[src/rtl/exec_stage_if.sv]
// exec_stage_if: issue bus from the decoder into the execute stage.
// Carries in_valid/in_ready handshake, op, rd and both register operands.
interface exec_stage_if #(
   parameter int W = 8,
   parameter int N = 5
);
   logic         in_valid;
   logic         in_ready;
   logic [2:0]   op;
   logic [N-1:0] rd;
   logic [W-1:0] rdata1;
   logic [W-1:0] rdata2;

   modport master (
      output in_valid, op, rd, rdata1, rdata2,
      input  in_ready
   );

   modport slave (
      input  in_valid, op, rd, rdata1, rdata2,
      output in_ready
   );
endinterface

[src/rtl/exec_stage.sv]
// exec_stage: execute stage of the 8-bit RISC datapath (ALU + optional MUL).
// Ports: clk, reset (sync, active-low); issue (exec_stage_if.slave:
// in_valid/in_ready, op, rd, rdata1, rdata2); write-back write/wreg/wdata;
// flags zero/carry. Define EXEC_MUL_EN to build the W-cycle shift-add MUL.
module exec_stage #(
   parameter int W = 8,
   parameter int N = 5
) (
   input  logic         clk,
   input  logic         reset,
   exec_stage_if.slave  issue,
   output logic         write,
   output logic [N-1:0] wreg,
   output logic [W-1:0] wdata,
   output logic         zero,
   output logic         carry
);
   localparam int SW = (W > 1) ? $clog2(W) : 1;

   localparam logic [2:0] OP_ADD = 3'd0;
   localparam logic [2:0] OP_SUB = 3'd1;
   localparam logic [2:0] OP_AND = 3'd2;
   localparam logic [2:0] OP_OR  = 3'd3;
   localparam logic [2:0] OP_XOR = 3'd4;
   localparam logic [2:0] OP_SHL = 3'd5;
   localparam logic [2:0] OP_SHR = 3'd6;
   localparam logic [2:0] OP_MUL = 3'd7;

   logic [W-1:0]  a;
   logic [W-1:0]  b;
   logic [SW-1:0] amt;
   logic [W:0]    sum;
   logic [W:0]    dif;
   logic [W:0]    shl_w;
   logic [W:0]    shr_w;
   logic [W-1:0]  alu_res;
   logic          alu_c;
   logic          fire;
   logic          idle;
   logic          is_add, is_sub, is_and, is_or;
   logic          is_xor, is_shl, is_shr, is_mul;

   assign a   = issue.rdata1;
   assign b   = issue.rdata2;
   assign amt = b[SW-1:0];

   assign sum = {1'b0, a} + {1'b0, b};
   // borrow lands in the extra top bit
   assign dif = {1'b0, a} - {1'b0, b};
   // extra bit catches the last bit shifted out; stays 0 for amt == 0
   assign shl_w = {1'b0, a} << amt;
   assign shr_w = {a, 1'b0} >> amt;

   assign is_add = (issue.op == OP_ADD);
   assign is_sub = (issue.op == OP_SUB);
   assign is_and = (issue.op == OP_AND);
   assign is_or  = (issue.op == OP_OR);
   assign is_xor = (issue.op == OP_XOR);
   assign is_shl = (issue.op == OP_SHL);
   assign is_shr = (issue.op == OP_SHR);
   assign is_mul = (issue.op == OP_MUL);

   always_comb begin
      alu_res = '0;
      alu_c   = 1'b0;
      unique case (1'b1)
         is_add: begin
            alu_res = sum[W-1:0];
            alu_c   = sum[W];
         end
         is_sub: begin
            alu_res = dif[W-1:0];
            alu_c   = dif[W];
         end
         is_and: alu_res = a & b;
         is_or:  alu_res = a | b;
         is_xor: alu_res = a ^ b;
         is_shl: begin
            alu_res = shl_w[W-1:0];
            alu_c   = shl_w[W];
         end
         is_shr: begin
            alu_res = shr_w[W:1];
            alu_c   = shr_w[0];
         end
         is_mul: ;
         default: ;
      endcase
   end

   assign fire = issue.in_valid & issue.in_ready;

`ifdef EXEC_MUL_EN
   typedef enum logic {
      S_IDLE,
      S_MUL
   } state_t;

   state_t         state;
   state_t         state_nxt;
   logic [SW-1:0]  cnt;
   logic [2*W-1:0] mcand;
   logic [2*W-1:0] acc;
   logic [2*W-1:0] acc_nxt;
   logic [W-1:0]   mplier;
   logic [N-1:0]   mrd;
   logic           mul_load;
   logic           mul_step;
   logic           mul_done;

   always_ff @(posedge clk) begin
      if (!reset) state <= S_IDLE;
      else        state <= state_nxt;
   end

   // IDLE implies in_ready, so in_valid alone qualifies the load
   always_comb begin
      state_nxt = state;
      mul_load  = 1'b0;
      mul_step  = 1'b0;
      mul_done  = 1'b0;
      unique case (state)
         S_IDLE: begin
            if (issue.in_valid && is_mul) begin
               mul_load  = 1'b1;
               state_nxt = S_MUL;
            end
         end
         S_MUL: begin
            mul_step = 1'b1;
            if (cnt == SW'(W - 1)) begin
               mul_done  = 1'b1;
               state_nxt = S_IDLE;
            end
         end
         default: state_nxt = S_IDLE;
      endcase
   end

   // multiplicand walks left, multiplier walks right, one bit per edge
   assign acc_nxt = acc + (mplier[0] ? mcand : '0);

   always_ff @(posedge clk) begin
      if (!reset) begin
         cnt    <= '0;
         mcand  <= '0;
         mplier <= '0;
         acc    <= '0;
         mrd    <= '0;
      end else if (mul_load) begin
         cnt    <= '0;
         mcand  <= {{W{1'b0}}, a};
         mplier <= b;
         acc    <= '0;
         mrd    <= issue.rd;
      end else if (mul_step) begin
         acc    <= acc_nxt;
         mcand  <= mcand << 1;
         mplier <= mplier >> 1;
         cnt    <= mul_done ? '0 : cnt + 1'b1;
      end
   end

   assign idle = (state == S_IDLE);
`else
   assign idle = 1'b1;
`endif

   assign issue.in_ready = reset & idle;

   // op 111 never writes directly: it is either the MUL start or a NOP
   always_ff @(posedge clk) begin
      if (!reset) begin
         write <= 1'b0;
         wreg  <= '0;
         wdata <= '0;
         zero  <= 1'b0;
         carry <= 1'b0;
      end else begin
         write <= 1'b0;
         if (fire && !is_mul) begin
            write <= 1'b1;
            wreg  <= issue.rd;
            wdata <= alu_res;
            zero  <= (alu_res == '0);
            carry <= alu_c;
         end
`ifdef EXEC_MUL_EN
         else if (mul_done) begin
            write <= 1'b1;
            wreg  <= mrd;
            wdata <= acc_nxt[W-1:0];
            zero  <= (acc_nxt[W-1:0] == '0);
            carry <= |acc_nxt[2*W-1:W];
         end
`endif
      end
   end
endmodule

[src/flat_wrapper.sv]
// flat-port wrapper written by rule: the top's interface ports become plain ports
module exec_stage_flat 
#(
   parameter int W = 8,
   parameter int N = 5
)
  (clk, reset, write, wreg, wdata, zero, carry, issue_in_valid, issue_op, issue_rd, issue_rdata1, issue_rdata2, issue_in_ready);
  exec_stage_if #(.W(W), .N(N)) issue_i ();
  input  logic clk;
  input  logic reset;
  output logic write;
  output logic [N-1:0] wreg;
  output logic [W-1:0] wdata;
  output logic zero;
  output logic carry;
  input wire logic [$bits(issue_i.in_valid)-1:0] issue_in_valid;
  input wire logic [$bits(issue_i.op)-1:0] issue_op;
  input wire logic [$bits(issue_i.rd)-1:0] issue_rd;
  input wire logic [$bits(issue_i.rdata1)-1:0] issue_rdata1;
  input wire logic [$bits(issue_i.rdata2)-1:0] issue_rdata2;
  output wire logic [$bits(issue_i.in_ready)-1:0] issue_in_ready;
  assign issue_i.in_valid = issue_in_valid;
  assign issue_i.op = issue_op;
  assign issue_i.rd = issue_rd;
  assign issue_i.rdata1 = issue_rdata1;
  assign issue_i.rdata2 = issue_rdata2;
  assign issue_in_ready = issue_i.in_ready;
  exec_stage #(.W(W), .N(N)) u_core (.clk(clk), .reset(reset), .issue(issue_i), .write(write), .wreg(wreg), .wdata(wdata), .zero(zero), .carry(carry));
endmodule
[config.mk]
export PLATFORM = sky130hd
export DESIGN_NAME = exec_stage_flat
export DESIGN_NICKNAME = d
export VERILOG_FILES = /design/src/rtl/exec_stage_if.sv /design/src/rtl/exec_stage.sv /design/src/flat_wrapper.sv
export SDC_FILE = /design/constraint.sdc
export NUM_CORES = 1
export LEC_CHECK = 0
export CORE_MARGIN = 8
export CORE_UTILIZATION = 45
export CTS_CLUSTER_SIZE = 20
export DETAILED_ROUTE_END_ITERATION = 12
export GPL_TIMING_DRIVEN = 1
export PLACE_DENSITY = 0.71
export SYNTH_ARGS = -nofsm -noshare
export SYNTH_HDL_FRONTEND = slang
export SYNTH_SLANG_ARGS = --single-unit
[constraint.sdc]
create_clock -name clk -period 4.6 [get_ports clk]
set_clock_uncertainty 0.1 [all_clocks]
set_input_delay 0.69 -clock clk [delete_from_list [all_inputs] [get_ports clk]]
set_output_delay 0.69 -clock clk [all_outputs]
set_load 0.02 [all_outputs]
==> results of run 1 <==
==> layer usage <==
layer  GRT usage [%]  up-vias
li1                -     1180
met1            24.9     1131
met2            30.2      114
met3            2.36       15
met4            5.94        0
met5               0        -
==> stage by stage <==
stage | hold WS [ns] | utilization [%]
after floorplan | 0.433 | -
after global placement | 0.342 | 55.2
after detailed placement | 0.345 | 55.2
after CTS | 0.355 | 56.3
after global routing | 0.363 | 56.3
final | 0.350 | 56.3
==> Yosys cell counts (all sizes together) (4+ instances only) <==
master / number / share of area, %
nand2: 32 / 5.2
ha: 25 / 14
inv: 23 / 3.8
nor2: 21 / 3.4
o21ai: 19 / 4.1
a21oi: 18 / 3.9
dfxtp: 16 / 14
nand3: 16 / 3.5
buf: 13 / 3.4
a211oi: 11 / 3.6
mux2i: 10 / 4.4
a221oi: 7 / 2.9
nand2b: 7 / 1.9
mux4: 6 / 5.9
nor3: 5 / 1.1
clkbuf: 4 / 0.65
nand3b: 4 / 1.3
nor2b: 4 / 1.4
o211ai: 4 / 1.3
o21bai: 4 / 1.3
o221ai: 4 / 1.8
o22ai: 4 / 1.1
==> flip-flops by register name, indices dropped and copies added (netlist names) <==
signal	cells
u_core.write	1
u_core.zero	1
u_core.wdata	8
u_core.carry	1
u_core.wreg	5
==> worst paths after layout <==
check	startpoint	end	slack, ns	cells after the start
worst max-delay path	issue_rdata1[1]	u_core.zero$_SDFFE_PN0P_	1.12	10
worst min-delay path	u_core.wreg[0]$_SDFFE_PN0P_	u_core.wreg[0]$_SDFFE_PN0P_	0.35	2
worst max register to register	u_core.wdata[4]$_SDFFE_PN0P_	u_core.wdata[4]$_SDFFE_PN0P_	3.90	2
worst min register to register	u_core.wreg[0]$_SDFFE_PN0P_	u_core.wreg[0]$_SDFFE_PN0P_	0.35	2
==> cell families after synthesis <==
family	after synthesis	synth area share, %
simple gates	107	24.1
compound gates	87	25.9
buf+inv	41	7.96
fa+ha+maj	27	15.4
mux	18	11.2
flops	16	14.0
xor+xnor	4	1.53
==> power by group through the flow <==
stage | Clock (W) | Sequential, W | Combinational [W]
global placement | 0 | 0.000158 | 0.000266
finish | 0.000119 | 0.000155 | 0.000270
CTS | 0.000123 | 0.000155 | 0.000268
floorplan | 0 | 0.000172 | 0.000155
global route | 0.000130 | 0.000156 | 0.000293
detailed placement | 0 | 0.000158 | 0.000267
==> worst register-to-register path: stages, from the launching register on <==
cell and delay [ns]:
dfxtp_1 0.31, nand3_1 0.06, o21ai_0 0.10
==> cell type report <==
cell class                 count  area share [%]
clock buffer                   4            1.95
inverter                      24            3.19
multi-input combinational    243            63.5
sequential                    16            11.4
tap                           70            3.10
timing repair buffer          49            16.9
==> flow_summary.ini, run 1 <==
[worst_setup_path]
cp-start-kind = input port
crit_type = in2reg
slowest_delay_ns = 0.70
crit_chain = clkdlybuf4s50_1 > inv_1 > ha_1 > nor2_1 > o221ai_1 > a221oi_1 > mux2i_1 > o221ai_2 > or4_1 > o21ai_1
cp_max_fo = 10
worstPathArrival_ns = 3.56
crit_path_end_kind = flop
timing.critical_path.buf_inv = 2
required_ns = 4.68
crit_family = compound AO/OA/AOI/OAI gates
crit_slowest_cell = clkdlybuf4s50_1

[drt]
drc_errors = 0
ant_nets = 0
met3RoutedLength_microns = 581
via_count = 2440
drt-wirelength-per-cell_microns = 17.5
drt_wl_total_microns = 7100
dr.pass1.iters = 5
m1WireLength_microns = 3110
drt_iter0_drc = 200
wl_met2_microns = 3290
dr.max_layer_used = met4
avgViaCountPerCell = 6.01

[final_layout]
layout.nets = 391
final_cells = 406
seq_area_sq_um = 320
final_cell_mix = clkdlybuf4s50_1, nand2_1, ha_1, inv_1, nor2_1
syn_to_final_growth_pct = 22.9
diodes = 0
mostFrequentLayoutCell = clkdlybuf4s50_1
multi_input_area_sq_mm = 0.00179
drive_gt1_share_pct = 7.44
postLayoutCellArea_sq_mm = 0.00282
fillCellCount = 507

[power_and_ir_drop]
vdd_ir_drop_max_uv = 106
clkPwrFrac_pct = 21.8
internal_power_w = 0.000344
pwr-share-comb_pct = 49.7
seq_power_share_pct = 28.5
swShare_pct = 36.7
power_w = 0.000544
power_density_mw_per_mm2 = 193
power.switching_w = 0.000200
power_leakage_nw = 1.15

[global_routing]
first_global_vias = 2336
grt_max_degree = 26
antenna_found_initial = 0
grt_pass1_wl_microns = 11600
grt_overflow = 0
grtUsageTotal_pct = 18.7

[yosys]
asyncSetResetFlopFracSynth_pct = 0
yosysSeqAreaShare_pct = 14.0
syn-cell-area_sq_mm = 0.00230
syn_avg_cell_area_sq_um = 7.65
synth_edf_count = 0
synth_cell_types = 58
synth_seq_cells = 16
yosysWarnings = 0
syn_nets = 354
syn_inst = 300
ys.flop_type = dfxtp_1

[floorplan]
initial_core_util_pct = 45.8
die_height_microns = 87.4
pin_count = 44
core_area_sq_mm = 0.00501
rows = 26
dieArea_sq_mm = 0.00764
die_width_microns = 87.4

[sta]
final-max-slew-violation-count = 0
relSlewSlack_pct = 52.3
timing_hold_violations_final = 0
setup_viol_count_final = 0
max_freq_ghz = 0.288
finalCritPeriodShare_pct = 75.6
fin_crit_ns = 3.48
layout_setup_ws_ns = 1.12
tns_ns = 0
rsz0062_at_grt = false
tightest_slew_ns = 0.711

[clocking]
h-tree-depth = 1
clkSlewWorstSetupHoldPaths_ns = 0.06
clk_latency_ns = 0.24
cts_resized = 0
cts_tree = yes
cts-root-buf = clkbuf_8
postCtsSetupBuffers = 0
numCtsBuffers = 3
clk_path_buf_depth = 2
cts_sinks = 16
hold_buffers = 0

[placed_design]
hpwl_microns = 5700
dpl_cell_area_sq_mm = 0.00277
placed_cells = 402
numPortBuffers = 43
pre_cts_slack_ns = 0.917
gp_routability_congestion = 0.912

[outcome]
status = complete, no violations

[min_path]
hold_class = reg2reg

[run]
maxCapViolations = 0
Power figures use the tool's default switching activity.
==> run 2, diff against run 1 <==
--- a/config.mk
+++ b/config.mk
@@ -10,7 +10,7 @@
 export CTS_CLUSTER_SIZE = 20
 export DETAILED_ROUTE_END_ITERATION = 12
 export GPL_TIMING_DRIVEN = 1
-export PLACE_DENSITY = 0.71
+export PLACE_DENSITY = 0.73
 export SYNTH_ARGS = -nofsm -noshare
 export SYNTH_HDL_FRONTEND = slang
 export SYNTH_SLANG_ARGS = --single-unit
==> constraint.sdc (replaced) <==
create_clock -name clk -period 2.9 [get_ports clk]
set_clock_uncertainty 0.1 [all_clocks]
set_input_delay 0.435 -clock clk [delete_from_list [all_inputs] [get_ports clk]]
set_output_delay 0.435 -clock clk [all_outputs]
set_load 0.02 [all_outputs]
==> run 2 against run 1 <==
Net effect: combinational power up 110%; count of clock-buffer cells in the layout down 1; register-to-register slack worse by 1.7 ns; total power up 77%; sequential share of layout area down 2.0 points; first-iteration DRC count up 40%; critical endpoint unchanged; largest cell class unchanged.
==> flow_summary.ini, run 2 (synthesized netlist as in run 1, its figures left out) <==
[clocking]
cts_sinks = 16
clk_path_buf_depth = 2
clkSlewWorstSetupHoldPaths_ns = 0.06
cts-root-buf = clkbuf_8
hold_buffers = 0
cts_tree = yes
clk_latency_ns = 0.24
numCtsBuffers = 3
h-tree-depth = 1

[placed_design]
hpwl_microns = 6870
numPortBuffers = 43
gp_routability_congestion = 1.00
dpl_cell_area_sq_mm = 0.00332

[global_routing]
grt_overflow = 0
use_met3_pct = 2.36
grt_pass1_wl_microns = 13000
antenna_found_initial = 0
first_global_vias = 2605
grtUsageTotal_pct = 21.5
globalRouteMet1Util_pct = 26.6
top_usage_layer = met2
grt_max_degree = 20
global_route.usage.met2_pct = 38.4

[final_layout]
syn_to_final_growth_pct = 49.0
mostFrequentLayoutCell = buf_4
fillCellCount = 464
drive_gt1_share_pct = 25.9
largest_reg_flops = 8
final_cell_mix = buf_4, clkdlybuf4s50_1, nand2_1, ha_1, nor2_1
postLayoutCellArea_sq_mm = 0.00342
largestRegisters = u_core.wdata: 8 flops, u_core.wreg: 5 flops
layout.nets = 465
max_flop_register = u_core.wdata
diodes = 0

[power_and_ir_drop]
seq_power_share_pct = 25.6
power_density_mw_per_mm2 = 281
swShare_pct = 36.3
vdd_ir_drop_max_uv = 157
pwr-share-comb_pct = 58.1
power.switching_w = 0.000348
clkPwrFrac_pct = 16.3
internal_power_w = 0.000613
power_leakage_nw = 1.54

[sta]
finalCritPeriodShare_pct = 96.6
relSlewSlack_pct = 59.6
final-max-slew-violation-count = 0
max_freq_ghz = 0.357
timing.hold.ws_ns = 0.354
setup_viol_count_final = 0
tightest_slew_ns = 0.603
timing_hold_violations_final = 0
fin_crit_ns = 2.80

[run]
maxCapViolations = 0

[min_path]
hold_start = u_core.wdata[3]$_SDFFE_PN0P_
holdPathStages = 2
hold_class = reg2reg

[floorplan]
initial_core_util_pct = 45.8
dieArea_sq_mm = 0.00764
rows = 26
core_area_sq_mm = 0.00501
die_width_microns = 87.4
pin_count = 44
die_height_microns = 87.4

[drt]
drt_wl_total_microns = 8170
avgViaCountPerCell = 5.68
ant_nets = 0
drt_iter0_drc = 279
dr.pass1.iters = 5
drt-wirelength-per-cell_microns = 17.0
drc_errors = 0
via_count = 2723

[worst_setup_path]
worstPathArrival_ns = 2.88
rr_worst_depth = 2
crit_type = in2reg
crit_chain = clkdlybuf4s50_1 > inv_1 > buf_4 > ha_1 > or2_1 > o221ai_2 > buf_4 > a221oi_2 > mux2i_1 > o221ai_2 > or4_1 > o21ai_1
timing.rr.start = u_core.wdata[0]$_SDFFE_PN0P_
crit_slowest_cell = clkdlybuf4s50_1
slowest_delay_ns = 0.50
required_ns = 2.98
cp-startpoint = issue_rdata2[1]
cp-start-kind = input port
crit_path_end_kind = flop
cp_max_fo = 3

[outcome]
status = complete, no violations
==> run 2: area by class of cell <==
class | instances | area, sq um | share of cell area (%)
clock buffer | 3 | 41.3 | 1.21
tap | 70 | 87.6 | 2.56
timing repair buffer | 123 | 1050 | 30.6
sequential | 16 | 320 | 9.36
inverter | 24 | 90.1 | 2.63
multi-input combinational | 243 | 1840 | 53.7
==> run 2: power by group through the flow <==
| stage | clock, W | combinational [W] | sequential [W] |
|---|---|---|---|
| floorplan | 0 | 0.000249 | 0.000273 |
| global placement | 0 | 0.000533 | 0.000250 |
| detailed placement | 0 | 0.000537 | 0.000251 |
| CTS | 0.000162 | 0.000539 | 0.000246 |
| global route | 0.000170 | 0.000602 | 0.000248 |
| finish | 0.000157 | 0.000558 | 0.000246 |
==> run 2: worst paths after layout <==
path / end / slack (ns)
max reg2reg: u_core.wdata[0]$_SDFFE_PN0P_ / 2.19
min reg2reg: u_core.wdata[3]$_SDFFE_PN0P_ / 0.35
max: u_core.zero$_SDFFE_PN0P_ / 0.1
min: u_core.wdata[3]$_SDFFE_PN0P_ / 0.35
==> run 2: metal layers <==
metal | vias up | share of wire (%)
met5 | - | 0
met4 | 0 | 1.8
met3 | 16 | 7.5
met2 | 143 | 48
met1 | 1240 | 42
li1 | 1324 | -
==> run 2: critical path, delay by kind of cell <==
| family | cells | cell delay, ns |
|---|---|---|
| buffers and inverters | 4 | 0.89 |
| AO/OA/AOI/OAI | 4 | 0.48 |
| multiplexers | 1 | 0.19 |
| AND/OR/NAND/NOR | 2 | 0.66 |
| adder cells (fa/ha/maj) | 1 | 0.21 |
==> run 2: timing repair <==
action,4_1_cts,5_1_grt
resized for setup,0,13
endpoints found under the hold margin,0,0
endpoints found under the setup margin,1,3
pin swaps,2,9
buffers inserted,0,1
==> run 2: per-stage QoR <==
step,std cells,total power [W],util [%],TNS (ns),setup slack [ns]
after floorplan,300,0.000521,-,0,0.0385
after global placement,475,0.000783,66.3,-0.490,-0.251
after detailed placement,475,0.000788,66.3,-0.699,-0.281
after CTS,478,0.000946,67.1,0,0.00696
after global routing,479,0.00102,68.3,-0.0113,-0.0113
final,479,0.000961,68.3,0,0.0986
==> run 3, diff against run 2 <==
--- a/config.mk
+++ b/config.mk
@@ -10,7 +10,7 @@
 export CTS_CLUSTER_SIZE = 20
 export DETAILED_ROUTE_END_ITERATION = 12
 export GPL_TIMING_DRIVEN = 1
-export PLACE_DENSITY = 0.73
+export PLACE_DENSITY_LB_ADDON = 0.1
 export SYNTH_ARGS = -nofsm -noshare
 export SYNTH_HDL_FRONTEND = slang
 export SYNTH_SLANG_ARGS = --single-unit
==> constraint.sdc (replaced) <==
create_clock -name clk -period 3.4 [get_ports clk]
set_clock_uncertainty 0.1 [all_clocks]
set_input_delay 0.51 -clock clk [delete_from_list [all_inputs] [get_ports clk]]
set_output_delay 0.51 -clock clk [all_outputs]
set_load 0.02 [all_outputs]
==> run 3 against run 2 <==
Net effect: final area shrank 13%; flip-flop and latch count did not move; critical path depth down 2; first-iteration DRC count fell by 46%; non-clock buffer count is 53 lower; sequential share of layout area increased by 1.4 points; final cell count is 11% lower; via count decreased by 10%; count of clock-buffer cells in the layout up 1; clock power up 6%.
==> flow_summary.ini, run 3 (synthesized netlist as in run 1, its figures left out) <==
[outcome]
status = complete, no violations

[final_layout]
final_cell_mix = clkdlybuf4s50_1, nand2_1, buf_4, ha_1
largest_reg_flops = 8
fillCellCount = 506
max_flop_register = u_core.wdata
postLayoutCellArea_sq_mm = 0.00298
diodes = 0
drive_gt1_share_pct = 12.9
syn_to_final_growth_pct = 29.8
mostFrequentLayoutCell = clkdlybuf4s50_1
layout.nets = 412
final_util_pct = 59.5
largestRegisters = u_core.wdata: 8 flops, u_core.wreg: 5 flops

[clocking]
cts_sinks = 16
clkSlewWorstSetupHoldPaths_ns = 0.06
hold_buffers = 0
clk_latency_ns = 0.25
postCtsSetupBuffers = 0
numCtsBuffers = 3
cts-root-buf = clkbuf_8
clk_path_buf_depth = 2
cts_resized = 0
cts_tree = yes
h-tree-depth = 1

[worst_setup_path]
crit_chain = clkdlybuf4s50_1 > inv_1 > ha_1 > nor2_1 > o221ai_1 > a221oi_1 > mux2i_1 > o221ai_2 > or4_1 > o21ai_1
cp-startpoint = issue_rdata2[1]
crit_slowest_cell = clkdlybuf4s50_1
rr_worst_depth = 2
ff2ff_setup_slack_ns = 2.69
timing.rr.start = u_core.wdata[0]$_SDFFE_PN0P_
timing.critical_path.buf_inv = 2
crit_type = in2reg
cp-start-kind = input port
path_depth = 10
required_ns = 3.48
worstPathArrival_ns = 3.16
slowest_delay_ns = 0.47
crit_family = compound AO/OA/AOI/OAI gates
cp_max_fo = 5
crit_path_end_kind = flop
rr_endpoint = u_core.wdata[0]$_SDFFE_PN0P_
endpoint = u_core.zero$_SDFFE_PN0P_

[run]
maxCapViolations = 0

[drt]
ant_nets = 0
dr.pass1.iters = 4
drc_errors = 0
via_count = 2442
avgViaCountPerCell = 5.72
drt-wirelength-per-cell_microns = 17.9
drt_iter0_drc = 150
drt_wl_total_microns = 7630

[power_and_ir_drop]
power_leakage_nw = 1.25
power_density_mw_per_mm2 = 258
vdd_ir_drop_max_uv = 140

[floorplan]
core_area_sq_mm = 0.00501
die_width_microns = 87.4
pin_count = 44
die_height_microns = 87.4
initial_core_util_pct = 45.8
rows = 26
dieArea_sq_mm = 0.00764

[sta]
relSlewSlack_pct = 62.0
setup_viol_count_final = 0
max_freq_ghz = 0.325
timing_hold_violations_final = 0
tightest_slew_ns = 0.567
finalCritPeriodShare_pct = 90.5
tns_ns = 0
rsz0062_at_grt = false
fin_crit_ns = 3.08
final-max-slew-violation-count = 0

[global_routing]
grt_overflow = 0
grt_max_degree = 22
grtUsageTotal_pct = 20.2
antenna_found_initial = 0
grt_pass1_wl_microns = 12100
first_global_vias = 2415

[min_path]
hold_class = reg2reg

[placed_design]
hpwl_microns = 6400
numPortBuffers = 43
dpl_cell_area_sq_mm = 0.00292
gp_routability_congestion = 0.951
[run 3: power by group]
group	switching [W]	total, W	internal [W]
Combinational	0.000215	0.000395	0.000180
Clock	0.0000630	0.000166	0.000103
Sequential	0.00000618	0.000209	0.000203
Total	0.000285	0.000770	0.000485
[run 3: how the worst min path moves through the flow]
stage / start / endpoint / slack [ns] / cells past startpoint
after CTS: u_core.wdata[7]$_SDFFE_PN0P_ / u_core.wdata[7]$_SDFFE_PN0P_ / 0.36 / 2
final: u_core.wreg[0]$_SDFFE_PN0P_ / u_core.wreg[0]$_SDFFE_PN0P_ / 0.35 / 2
after floorplan: u_core.wreg[0]$_SDFFE_PN0P_ / u_core.wreg[0]$_SDFFE_PN0P_ / 0.43 / 2
after detailed placement: u_core.wdata[7]$_SDFFE_PN0P_ / u_core.wdata[7]$_SDFFE_PN0P_ / 0.35 / 2
after global placement: u_core.wreg[1]$_SDFFE_PN0P_ / u_core.wreg[1]$_SDFFE_PN0P_ / 0.34 / 2
after global routing: u_core.wreg[2]$_SDFFE_PN0P_ / u_core.wreg[2]$_SDFFE_PN0P_ / 0.38 / 2
[run 3: layer usage]
layer | global-route usage [%] | up-vias | part of all wire [%]
met5 | 0 | - | 0
met4 | 5.78 | 0 | 2.0
met3 | 1.60 | 11 | 5.2
met2 | 35.3 | 84 | 47
met1 | 25.4 | 1121 | 46
li1 | - | 1226 | -
[run 3: through the flow]
stage	hold slack [ns]	cells	setup slack, ns	power [W]
finish	0.354	427	0.322	0.000770
floorplan	0.433	300	0.316	0.000442
global route	0.378	427	0.175	0.000815
detailed placement	0.345	423	0.0815	0.000606
CTS	0.355	427	0.338	0.000773
global placement	0.340	423	0.117	0.000604
[run 3: layout make-up]
cell class	instances	area, sq um	share of cell area, %
flip-flops and latches	16	320	10.8
well taps	70	87.6	2.94
multi-input cells	243	1790	60.2
clock buffers	4	55.1	1.85
repair buffers	70	633	21.3
inverters	24	90.1	3.02
[run 3: tightest hold or removal path: stages, from the launching register on]
cell and delay, ns:
dfxtp_1 0.31, nand3_1 0.06, nand2_1 0.04
